## config.mk

```make
export PLATFORM = sky130hd
export DESIGN_NAME = seven_seg_scanner
export DESIGN_NICKNAME = d
export VERILOG_FILES = /design/src/rtl/display_types_pkg.sv /design/src/rtl/hex_to_seg.sv /design/src/rtl/seven_seg_scanner.sv
export SDC_FILE = /design/constraint.sdc
export NUM_CORES = 1
export LEC_CHECK = 0
export BUFFER_PORTS_ARGS = -buffer_cell sky130_fd_sc_hd__buf_2
export CELL_PAD_IN_SITES_DETAIL_PLACEMENT = 1
export CELL_PAD_IN_SITES_GLOBAL_PLACEMENT = 1
export CORE_MARGIN = 10
export CORE_UTILIZATION = 30
export CTS_CLUSTER_SIZE = 30
export DETAILED_ROUTE_END_ITERATION = 7
export PLACE_DENSITY_LB_ADDON = 0.1
export SLEW_MARGIN = 25
export SYNTH_ARGS = -nofsm -noshare
export SYNTH_HDL_FRONTEND = slang
export SYNTH_HIERARCHICAL = 1
export SYNTH_SLANG_ARGS = --single-unit
```

## constraint.sdc

```tcl
create_clock -name clock -period 2.56 [get_ports clock]
set_input_delay 0.128 -clock clock [delete_from_list [all_inputs] [get_ports clock]]
set_output_delay 0.128 -clock clock [all_outputs]
set_load 0.02 [all_outputs]
```

## src/rtl/display_types_pkg.sv

```systemverilog
// display_types: shared scan-state type, segment constants and hex decode table.
package display_types;
    typedef logic [3:0] logic4;
    typedef enum logic [1:0] {IDLE, DRIVE, BLANK} scan_state_t;
    localparam logic [7:0] SEG_OFF = 8'hFF;
    // Active-low {dp,g,f,e,d,c,b,a}, dp off.
    localparam logic [7:0] HEX_SEG [16] = '{
        8'hC0, 8'hF9, 8'hA4, 8'hB0, 8'h99, 8'h92, 8'h82, 8'hF8,
        8'h80, 8'h90, 8'h88, 8'h83, 8'hC6, 8'hA1, 8'h86, 8'h8E
    };
endpackage

```

## src/rtl/hex_to_seg.sv

```systemverilog
// hex_to_seg: combinational hex digit to active-low segment byte (dp bit off).
module hex_to_seg
    import display_types::*;
(
    input  logic4       hex,
    output logic [7:0]  seg
);
    assign seg = HEX_SEG[hex];
endmodule

```

## src/rtl/seven_seg_scanner.sv

```systemverilog
// seven_seg_scanner: time-multiplexed 8-digit seven-segment driver with per-frame snapshot
// and an all-off gap after every digit; outputs lag the scan state by one register.
module seven_seg_scanner
    import display_types::*;
#(
    parameter int NUM_DIGITS   = 8,
    parameter int DWELL_CYCLES = 2,
    parameter int BLANK_CYCLES = 1
) (
    input  logic        clock,
    input  logic        reset,
    input  logic        enable,
    input  logic4       bcds [7:0],
    input  logic [7:0]  dp_mask,
    input  logic [7:0]  blank_mask,
    output logic [7:0]  sel_led,
    output logic [7:0]  led_value,
    output logic        frame_done
);
    localparam int IW   = $clog2(NUM_DIGITS);
    localparam int MAXC = DWELL_CYCLES > BLANK_CYCLES ? DWELL_CYCLES : BLANK_CYCLES;
    localparam int CW   = $clog2(MAXC + 1);
    localparam logic [IW-1:0] LAST = IW'(NUM_DIGITS - 1);

    scan_state_t   state_q, state_d;
    logic [IW-1:0] idx_q, idx_d;
    logic [CW-1:0] cnt_q, cnt_d;
    logic4         digits_q [7:0];
    logic4         digits_d [7:0];
    logic [7:0]    dp_q, dp_d, blank_q, blank_d;
    logic [7:0]    sel_q, sel_d, led_q, led_d;
    logic          frame_q, frame_d;
    logic [7:0]    seg;
    logic          dwell_end, blank_end, advance, capture;

    hex_to_seg u_hex_to_seg (.hex(digits_q[idx_q]), .seg(seg));

    assign dwell_end = state_q == DRIVE && cnt_q == CW'(DWELL_CYCLES - 1);
    assign blank_end = state_q == BLANK && cnt_q == CW'(BLANK_CYCLES - 1);
    assign advance   = (dwell_end && BLANK_CYCLES == 0) || blank_end;
    assign capture   = enable && (state_q == IDLE || (advance && idx_q == LAST));

    always_comb begin
        state_d  = state_q;
        idx_d    = idx_q;
        cnt_d    = cnt_q + CW'(1);
        digits_d = digits_q;
        dp_d     = dp_q;
        blank_d  = blank_q;
        frame_d  = 1'b0;
        if (!enable) begin
            state_d = IDLE;
            idx_d   = '0;
            cnt_d   = '0;
        end else if (capture) begin
            state_d  = DRIVE;
            idx_d    = '0;
            cnt_d    = '0;
            digits_d = bcds;
            dp_d     = dp_mask;
            blank_d  = blank_mask;
            frame_d  = 1'b1;
        end else if (advance) begin
            state_d = DRIVE;
            idx_d   = idx_q + IW'(1);
            cnt_d   = '0;
        end else if (dwell_end) begin
            state_d = BLANK;
            cnt_d   = '0;
        end
        // A falling enable darkens the display on the same edge the FSM drops to IDLE.
        sel_d = (!enable || state_q != DRIVE || blank_q[idx_q]) ? SEG_OFF : ~(8'(1) << idx_q);
        led_d = (!enable || state_q != DRIVE) ? SEG_OFF : {seg[7] & ~dp_q[idx_q], seg[6:0]};
    end

    always_ff @(posedge clock) begin
        if (reset) begin
            state_q  <= IDLE;
            idx_q    <= '0;
            cnt_q    <= '0;
            digits_q <= '{default: '0};
            dp_q     <= '0;
            blank_q  <= '0;
            sel_q    <= SEG_OFF;
            led_q    <= SEG_OFF;
            frame_q  <= 1'b0;
        end else begin
            state_q  <= state_d;
            idx_q    <= idx_d;
            cnt_q    <= cnt_d;
            digits_q <= digits_d;
            dp_q     <= dp_d;
            blank_q  <= blank_d;
            sel_q    <= sel_d;
            led_q    <= led_d;
            frame_q  <= frame_d;
        end
    end

    assign sel_led    = sel_q;
    assign led_value  = led_q;
    assign frame_done = frame_q;
endmodule

```

; After elaboration in Yosys (flattened, before gate mapping)
; Memory sizes are Yosys's and may differ from the RTL's.
; Index checks and enable logic that the tools add are counted.
[totals]
ff_bits = 72
mem_bits_ro = 128
inputBits = 51
output_inout_bits = 17
mem_count = 1
[op_classes]
n_addsub = 2
n_lt_le_gt_ge = 2
eq_ne = 5
n_shift = 1
muxes = 12
bitwise_logic = 5
n_reduce_logical = 18
[mem_list]
columns = name, words, width, rd, rd_clocked_by_memory_dff, wr, line_no
row1 = (name not given), 16, 8, 1, 0, 0, hex_to_seg.sv:8  ; assign seg = HEX_SEG[hex];
[ops]
columns = op, count
row1 = $mux W8, 2
row2 = $bmux W4 S3, 1
row3 = $not A8 Y8, 1
row4 = $shl A1 B3 Y8 const A, 1
row5 = $bmux W1 S3, 2
row6 = $mux W1, 6
row7 = $reduce_or A2 Y1, 3
row8 = $ge A5 B5 Y1 const B, 1
row9 = $not A4 Y5, 1
row10 = $reduce_or A5 Y1, 1
row11 = $eq A2 B1 Y1 const B, 2
row12 = $logic_and A1 B1 Y1, 4
row13 = $logic_not A2 Y1, 2
row14 = $lt A3 B4 Y1 const B, 1
row15 = $mux W4, 1
row16 = $reduce_or A4 Y1, 1
row17 = $add A3 B1 Y3 const B, 1
row18 = $eq A3 B3 Y1 const B, 1
row19 = $logic_or A1 B1 Y1, 3
row20 = $reduce_bool A3 Y1, 1
row21 = $reduce_or A3 Y1, 1
row22 = $add A2 B1 Y2 const B, 1
row23 = $eq A2 B2 Y1 const B, 1
row24 = $ne A2 B1 Y1 const B, 1
row25 = other kinds (4), 5

; Depth between registers and ports, before layout
; Gate-level depths: netlist of run 1.
[logic_depth]
word_depth = 7
mapped_depth = 11

; Modules after synthesis
; The synthesis of run 1 kept the hierarchy.
[modules_own_cells]
columns = mod, instances, cells_per_inst, area_each_um2
row1 = seven_seg_scanner, 1, 332, 3078.0
row2 = hex_to_seg, 1, 34, 286.5

; Least setup slack after synthesis of run 1
; No wires, ideal clock.
[synth_timing]
kind = reg2reg
startpoint = register idx_q[0]
endpoint = register led_q[0] (netlist: led_value[0])
setup_ns = 0.060
arrival_ns = 2.368
required_ns = 2.500
path_slack_ns = 0.132
stages_incl_launch_ff = 12
path_buffers = 2
period_less_slack_ns = 2.428
cell_sequence = dfxtp_1 > buf_6 > buf_6 > mux4_1 > nand2_1 > nand2_1 > inv_1 > ha_1 > and2b_2 > or3b_1 > o21ai_0 > nand2b_1
[synth_via]
elab_chain_cells = 6
[synth_rtl]
columns = element, line_no
row1 = from (decl), seven_seg_scanner.sv:26  ; logic [IW-1:0] idx_q, idx_d;
row2 = from (signal assigned), seven_seg_scanner.sv:89  ; idx_q <= idx_d;
row3 = $bmux W4 S3, seven_seg_scanner.sv:36  ; hex_to_seg u_hex_to_seg (.hex(digits_q[idx_q]), .seg(seg));
row4 = $mux W4 (not written as such), seven_seg_scanner.sv:36
row5 = $not A4 Y5 (not written as such), hex_to_seg.sv:8
row6 = $mem_v2 Z16 W8, n/a
row7 = $mux W8 (not written as such) (2 in series), hex_to_seg.sv:8
row8 = via seg[0], seven_seg_scanner.sv:33  ; logic [7:0] seg;
row9 = to (signal assigned), seven_seg_scanner.sv:95  ; led_q <= led_d;
row10 = to (decl), seven_seg_scanner.sv:31  ; logic [7:0] sel_q, sel_d, led_q, led_d;
; The timed path passes the listed nets, and every way through them passes these cells. The select of a mux whose other input is x is not followed.
; A chain may end at the register's enable or synchronous reset.

; Final worst setup path of run 1
[layout_timing]
startpoint = register idx_q[0]
endpoint = register led_q[3] (netlist: led_value[3])
; The elaborated chain is that of the path after synthesis.

==> results_tabular.tex, run 1 <==
\begin{tabular}{lr}
\hline
Metric & Value \\
\hline
\multicolumn{2}{l}{\textbf{Timing}} \\
Minimum period implied by the final worst setup slack & 2.35 ns \\
Unrepaired setup endpoints after global routing & false \\
Max Slew Vio Count & 0 \\
Final critical-path share of the clock period & 91.7\% \\
Fmax & 426 MHz \\
Total negative setup slack & 0 ns \\
Total count of hold-check failures in the final report & 0 \\
Worst-case hold slack & 0.0197 ns \\
Actual slew at the worst max-slew pin & 0.665 ns \\
Max-Slew Margin vs Limit & 55.0\% \\
Number of setup violations in the final report & 0 \\
Final setup skew & 0.00958 ns \\
\multicolumn{2}{l}{\textbf{Yosys}} \\
Netlist area before placement & 0.00336 mm² \\
Synth area leaders & dfxtp\_1 43\%, o21ai\_0 7.6\%, a21oi\_1 7.4\% \\
Number of different library cells in the post-synthesis netlist & 39 \\
Synth warnings & 6 \\
Proportion of register bits with asynchronous set or reset after synthesis & 0\% \\
Post-Synthesis Mean Instance Area & 9.19 µm² \\
Main synth FF type & dfxtp\_1 \\
Post-synth EDFFs & 0 \\
Post-Synthesis Net Count & 432 \\
Number of instances in the synthesized netlist & 366 \\
Area fraction of the dominant cell type after synthesis & 42.8\% \\
Share of synthesized area occupied by flip-flops and latches & 42.8\% \\
Synthesized flop and latch total & 72 \\
Post-synthesis cell type with the largest combined area & dfxtp\_1 \\
\multicolumn{2}{l}{\textbf{Setup path}} \\
Element type at the critical path start & register \\
Chain of cells forming the critical path & mux4\_1, nand2\_1, nand2\_1, inv\_1, ha\_1, inv\_1, mux4\_1, nand2b\_1 \\
Critical path's top delay family & multiplexers \\
Critical-path cell with the highest stage delay & mux4\_1 \\
CP Capture Type & register \\
Maximum fanout along the worst path & 7 \\
End of the worst register-to-register path & led\_value[3] \\
Worst path arrival time & 2.59 ns \\
Number of cells on the worst reg-to-reg path & 8 \\
Reg-to-reg critical path startpoint & idx\_q[0] \\
CP Buf/Inv Count & 2 \\
Setup slack of the worst register-to-register path & 0.21 ns \\
Critical setup path kind & reg -> reg \\
Worst path max stage delay & 0.56 ns \\
Required time of the critical path & 2.80 ns \\
\multicolumn{2}{l}{\textbf{Place}} \\
Half-perimeter wire length after detailed placement & 6720 µm \\
Port-buffer cells & 67 \\
Final weighted congestion in routability-driven placement & 0.729 \\
\multicolumn{2}{l}{\textbf{Die}} \\
Total Die Area & 0.0159 mm² \\
Overall die height & 126 µm \\
IO Pins & 68 \\
Overall die width & 126 µm \\
Effective utilization at floorplan & 30.9\% \\
Num rows & 38 \\
Core region area & 0.0109 mm² \\
\multicolumn{2}{l}{\textbf{Final layout}} \\
Area used by multi-input combinational logic & 0.00173 mm² \\
Most frequent cells in the layout & 71 x dfxtp\_1, 67 x buf\_2, 51 x o21ai\_0 \\
Fraction of final layout cells with drive strength greater than 1 & 25.4\% \\
Most common cell after layout, fill and taps aside & dfxtp\_1 \\
\# fillers & 1288 \\
Total Nets Final & 490 \\
Area taken by flip-flops and latches & 0.00145 mm² \\
Area delta synth->final & 22.5\% \\
ANT cells & 0 \\
\multicolumn{2}{l}{\textbf{Hold path}} \\
Number of cells on the worst hold path & 3 \\
End of the worst hold path & digits\_q[16] \\
Worst hold path class & in -> reg \\
Min-delay src & bcds[16] \\
\multicolumn{2}{l}{\textbf{Detailed routing}} \\
Count of vias placed by the detailed router & 2824 \\
Per-cell via count in the routed design & 4.96 \\
DRC marker count from the first detailed-route iteration & 109 \\
Wirelength per Cell & 16.4 µm \\
DRC & 0 \\
Post-detailed-route count of antenna-violating nets & 0 \\
Total wirelength of the detailed-routed design & 9310 µm \\
First-pass detailed-route iteration total & 4 \\
\multicolumn{2}{l}{\textbf{Clocking}} \\
Hold bufs inserted after CTS & 0 \\
TritonCTS Buffers & 9 \\
CTS root buf & clkbuf\_8 \\
CTS tree & built \\
Post-CTS Setup Inserts & 0 \\
Clock-pin transition on the worst setup and hold timing paths & 0.08 ns \\
H-Tree Level Count & 3 \\
Max Root-Sink Buffers & 2 \\
Resize count post-CTS & 0 \\
Number of sinks on the clock net & 72 \\
Clock latency reported for the late side of the worst-skew pair & 0.35 ns \\
\multicolumn{2}{l}{\textbf{Global routing}} \\
Number of antenna violations at the first check in global routing & 0 \\
Number of global-route vias before repair & 2972 \\
Largest net degree at the start of global routing & 51 \\
First-pass GRT wire length & 15200 µm \\
Overflow after GRT & 0 \\
Overall track demand over capacity in global routing & 11.5\% \\
\multicolumn{2}{l}{\textbf{Power}} \\
Leakage power & 1.62 nW \\
Pwr Density & 634 mW/mm² \\
Largest vdd supply drop & 0.000253 V \\
\multicolumn{2}{l}{\textbf{Flow run}} \\
\# Max-Cap Violations & 0 \\
\multicolumn{2}{l}{\textbf{Outcome}} \\
Result of the run & complete, no violations \\
\hline
\end{tabular}
worst register-to-register path: stages, from the launching register on:
cell and delay (ns):
dfxtp_4 0.40, mux4_1 0.56, nand2_1 0.08, nand2_1 0.18, inv_1 0.19, ha_1 0.17
inv_1 0.05, mux4_1 0.47, nand2b_1 0.15
power by group:
part           leakage (nW)  switching (mW)  internal [mW]
logic                 0.899           0.132          0.112
registers             0.590          0.0221           1.17
clock network         0.128           0.433          0.749
per-stage QoR:
stage          cell area [µm²]  util, %  cells  setup WS [ns]  total power, mW
2_1_floorplan             3360        -    366          0.132             1.37
3_3_place_gp              3860     35.4    553          0.152             1.46
3_5_place_dp              3860     35.4    553         0.0450             1.46
4_1_cts                   4120     37.8    569         0.0403             2.67
5_1_grt                   4120     37.9    569         0.0390             2.73
6_report                  4120     37.9    569          0.214             2.61
sequential cells by signal, summed over array words and instances (netlist names):
name	count
led_value	8
cnt_q	2
idx_q	3
blank_q	8
sel_led	8
state_q	2
digits_q	32
dp_q	8
frame_done	1
synth_stat cells (all sizes together) (4+ instances only):
library cell,n
dfxtp,72
ha,15
a21oi,50
nor3,4
inv,8
nor2,8
o21ai,52
nand3,50
buf,16
mux4,12
clkbuf,18
nand2b,12
nand2,19
mux2i,9
cell families (layout without fill, tap and decap cells):
family	Yosys count	in the layout	share of synthesized area [%]
other cells	1	1	0.111
xor+xnor	1	1	0.260
buf+inv	43	106	6.02
mux	22	22	11.9
compound gates	111	111	17.8
flops	72	72	42.8
simple gates	101	101	15.5
fa+ha+maj	15	15	5.58
worst max-delay path by stage:
| stage | start | to | slack, ns | cells past startpoint |
|---|---|---|---|---|
| 2_1_floorplan | idx_q[0] | led_value[0] | 0.13 | 11 |
| 3_3_place_gp | idx_q[0] | led_value[3] | 0.15 | 8 |
| 3_5_place_dp | idx_q[0] | led_value[3] | 0.05 | 8 |
| 4_1_cts | idx_q[0] | led_value[3] | 0.04 | 8 |
| 5_1_grt | idx_q[0] | led_value[0] | 0.04 | 9 |
| 6_report | idx_q[0] | led_value[3] | 0.21 | 8 |
area by class of cell:
type / instances / area share (%)
multi-input cells: 251 / 42.0
flip-flops and latches: 72 / 35.1
repair buffers: 81 / 11.6
well taps: 140 / 4.25
clock buffers: 11 / 3.19
clock inverters: 5 / 3.13
inverters: 9 / 0.819
routing by layer:
layer | GRT usage [%] | wire, µm | vias to the layer above
li1 | - | - | 1420
met1 | 14.2 | 4390 | 1345
met2 | 18.6 | 4340 | 50
met3 | 3.57 | 458 | 9
met4 | 3.82 | 115 | 0
met5 | 0 | 0 | -
No activity file was read; power rests on OpenSTA's default activity.
==> run 2, diff against run 1 <==
--- a/config.mk
+++ b/config.mk
@@ -10,6 +10,7 @@
 export CELL_PAD_IN_SITES_GLOBAL_PLACEMENT = 1
 export CORE_MARGIN = 10
 export CORE_UTILIZATION = 30
+export CTS_BUF_LIST = sky130_fd_sc_hd__clkbuf_4
 export CTS_CLUSTER_SIZE = 30
 export DETAILED_ROUTE_END_ITERATION = 7
 export PLACE_DENSITY_LB_ADDON = 0.1
==> results_tabular.tex, run 2 (synthesis gave the netlist of run 1 again) <==
\begin{tabular}{lr}
\hline
Metric & Value \\
\hline
\multicolumn{2}{l}{\textbf{Detailed routing}} \\
First-pass detailed-route iteration total & 4 \\
Per-cell via count in the routed design & 4.93 \\
DRC & 0 \\
Count of vias placed by the detailed router & 3040 \\
DRC marker count from the first detailed-route iteration & 102 \\
Post-detailed-route count of antenna-violating nets & 0 \\
Total wirelength of the detailed-routed design & 9900 µm \\
Wirelength per Cell & 16.1 µm \\
\multicolumn{2}{l}{\textbf{Power}} \\
Pwr Density & 554 mW/mm² \\
Largest vdd supply drop & 0.000262 V \\
Leakage power & 1.80 nW \\
Total power draw & 2.52 mW \\
\multicolumn{2}{l}{\textbf{Final layout}} \\
ANT cells & 0 \\
Fraction of final layout cells with drive strength greater than 1 & 23.3\% \\
Finished layout cell area & 0.00455 mm² \\
Total Nets Final & 538 \\
\# fillers & 1262 \\
Post-route insts no fill & 617 \\
Most frequent cells in the layout & 71 x dfxtp\_1, 67 x buf\_2, 51 x o21ai\_0 \\
Most common cell after layout, fill and taps aside & dfxtp\_1 \\
Most flops, register & digits\_q \\
Share of the core filled with cells in the final layout & 41.8\% \\
Area delta synth->final & 35.4\% \\
Number of flip-flops in the largest register & 32 \\
\multicolumn{2}{l}{\textbf{Timing}} \\
Max Slew Vio Count & 0 \\
Final setup skew & 0.0128 ns \\
Total negative setup slack & 0 ns \\
Actual slew at the worst max-slew pin & 0.697 ns \\
Final critical-path share of the clock period & 92.1\% \\
Worst-case hold slack & 0.108 ns \\
Number of setup violations in the final report & 0 \\
Unrepaired setup endpoints after global routing & false \\
Max-Slew Margin vs Limit & 52.9\% \\
Minimum period implied by the final worst setup slack & 2.36 ns \\
PnR worst setup slack & 0.201 ns \\
Fmax & 424 MHz \\
Total count of hold-check failures in the final report & 0 \\
\multicolumn{2}{l}{\textbf{Die}} \\
Overall die height & 126 µm \\
Num rows & 38 \\
Overall die width & 126 µm \\
IO Pins & 68 \\
Core region area & 0.0109 mm² \\
Effective utilization at floorplan & 30.9\% \\
Total Die Area & 0.0159 mm² \\
\multicolumn{2}{l}{\textbf{Place}} \\
Port-buffer cells & 67 \\
Cell Count Post-Placement & 553 \\
Pre-CTS setup slack & 0.0450 ns \\
Area post-placement & 0.00386 mm² \\
Half-perimeter wire length after detailed placement & 6720 µm \\
Final weighted congestion in routability-driven placement & 0.729 \\
\multicolumn{2}{l}{\textbf{Setup path}} \\
Element type at the critical path start & register \\
Chain of cells forming the critical path & mux4\_1, nand2\_1, nand2\_1, inv\_1, ha\_1, inv\_1, mux4\_1, nand2b\_1 \\
CP Capture Type & register \\
Worst path max stage delay & 0.56 ns \\
Critical-path cell with the highest stage delay & mux4\_1 \\
CP Buf/Inv Count & 2 \\
Critical setup path kind & reg -> reg \\
Worst path arrival time & 2.68 ns \\
Critical path's top delay family & multiplexers \\
Required time of the critical path & 2.88 ns \\
Maximum fanout along the worst path & 7 \\
\multicolumn{2}{l}{\textbf{Flow run}} \\
\# Max-Cap Violations & 0 \\
\multicolumn{2}{l}{\textbf{Clocking}} \\
H-Tree Level Count & 3 \\
Number of sinks on the clock net & 72 \\
Post-CTS Setup Inserts & 0 \\
Clock-pin transition on the worst setup and hold timing paths & 0.11 ns \\
Max Root-Sink Buffers & 2 \\
CTS tree & built \\
Clock latency reported for the late side of the worst-skew pair & 0.42 ns \\
TritonCTS Buffers & 9 \\
CTS root buf & clkbuf\_4 \\
\multicolumn{2}{l}{\textbf{Outcome}} \\
Result of the run & complete, no violations \\
\multicolumn{2}{l}{\textbf{Global routing}} \\
Overflow after GRT & 0 \\
Met2 track utilization from global routing & 21.0\% \\
Busiest layer in global routing & met2 \\
Overall track demand over capacity in global routing & 12.4\% \\
Number of antenna violations at the first check in global routing & 0 \\
GR Layer Usage met1 & 14.7\% \\
Largest net degree at the start of global routing & 51 \\
GRT met3 Usage & 4.11\% \\
First-pass GRT wire length & 16400 µm \\
Number of global-route vias before repair & 3229 \\
\multicolumn{2}{l}{\textbf{Hold path}} \\
Worst hold path class & in -> reg \\
\hline
\end{tabular}
[run 2: worst paths after layout]
kind              startpoint  depth (start not counted)            to  slack, ns
setup / recovery    idx_q[0]                          8  led_value[3]       0.20
hold reg to reg     cnt_q[0]                          1      cnt_q[0]       0.47
setup reg to reg    idx_q[0]                          8  led_value[3]       0.20
hold / removal         reset                          3  led_value[7]       0.11
[run 2: area by class of cell]
cell class | count | area, µm² | share of cell area (%)
Clock inverter | 5 | 129 | 2.83
Tap cell | 140 | 175 | 3.85
Timing Repair Buffer | 129 | 958 | 21.0
Sequential cell | 72 | 1450 | 31.7
Inverter | 9 | 33.8 | 0.742
Multi-Input combinational cell | 251 | 1730 | 38.0
Clock buffer | 11 | 82.6 | 1.81
[run 2: worst min-delay path, cell delays in order]
cell	delay [ns]
buf_2	0.12
nor4bb_1	0.10
o21ai_1	0.13
[run 2: report_power, final]
| group | switching (mW) | total [mW] | leakage, nW | internal [mW] |
|---|---|---|---|---|
| clock network | 0.415 | 1.03 | 0.111 | 0.617 |
| logic | 0.142 | 0.301 | 1.10 | 0.159 |
| registers | 0.0221 | 1.19 | 0.590 | 1.17 |
[run 2: repair_timing]
action / 4_1_cts / 5_1_grt
hold buffers: 48 / 0
endpoints found under the hold margin: 48 / 0
resized for setup: 0 / 3
setup endpoints to repair: 0 / 3
[run 2: layer usage]
layer,up-vias,share of wire (%)
li1,1519,-
met1,1455,45
met2,55,49
met3,11,4.7
met4,0,1.5
met5,-,0
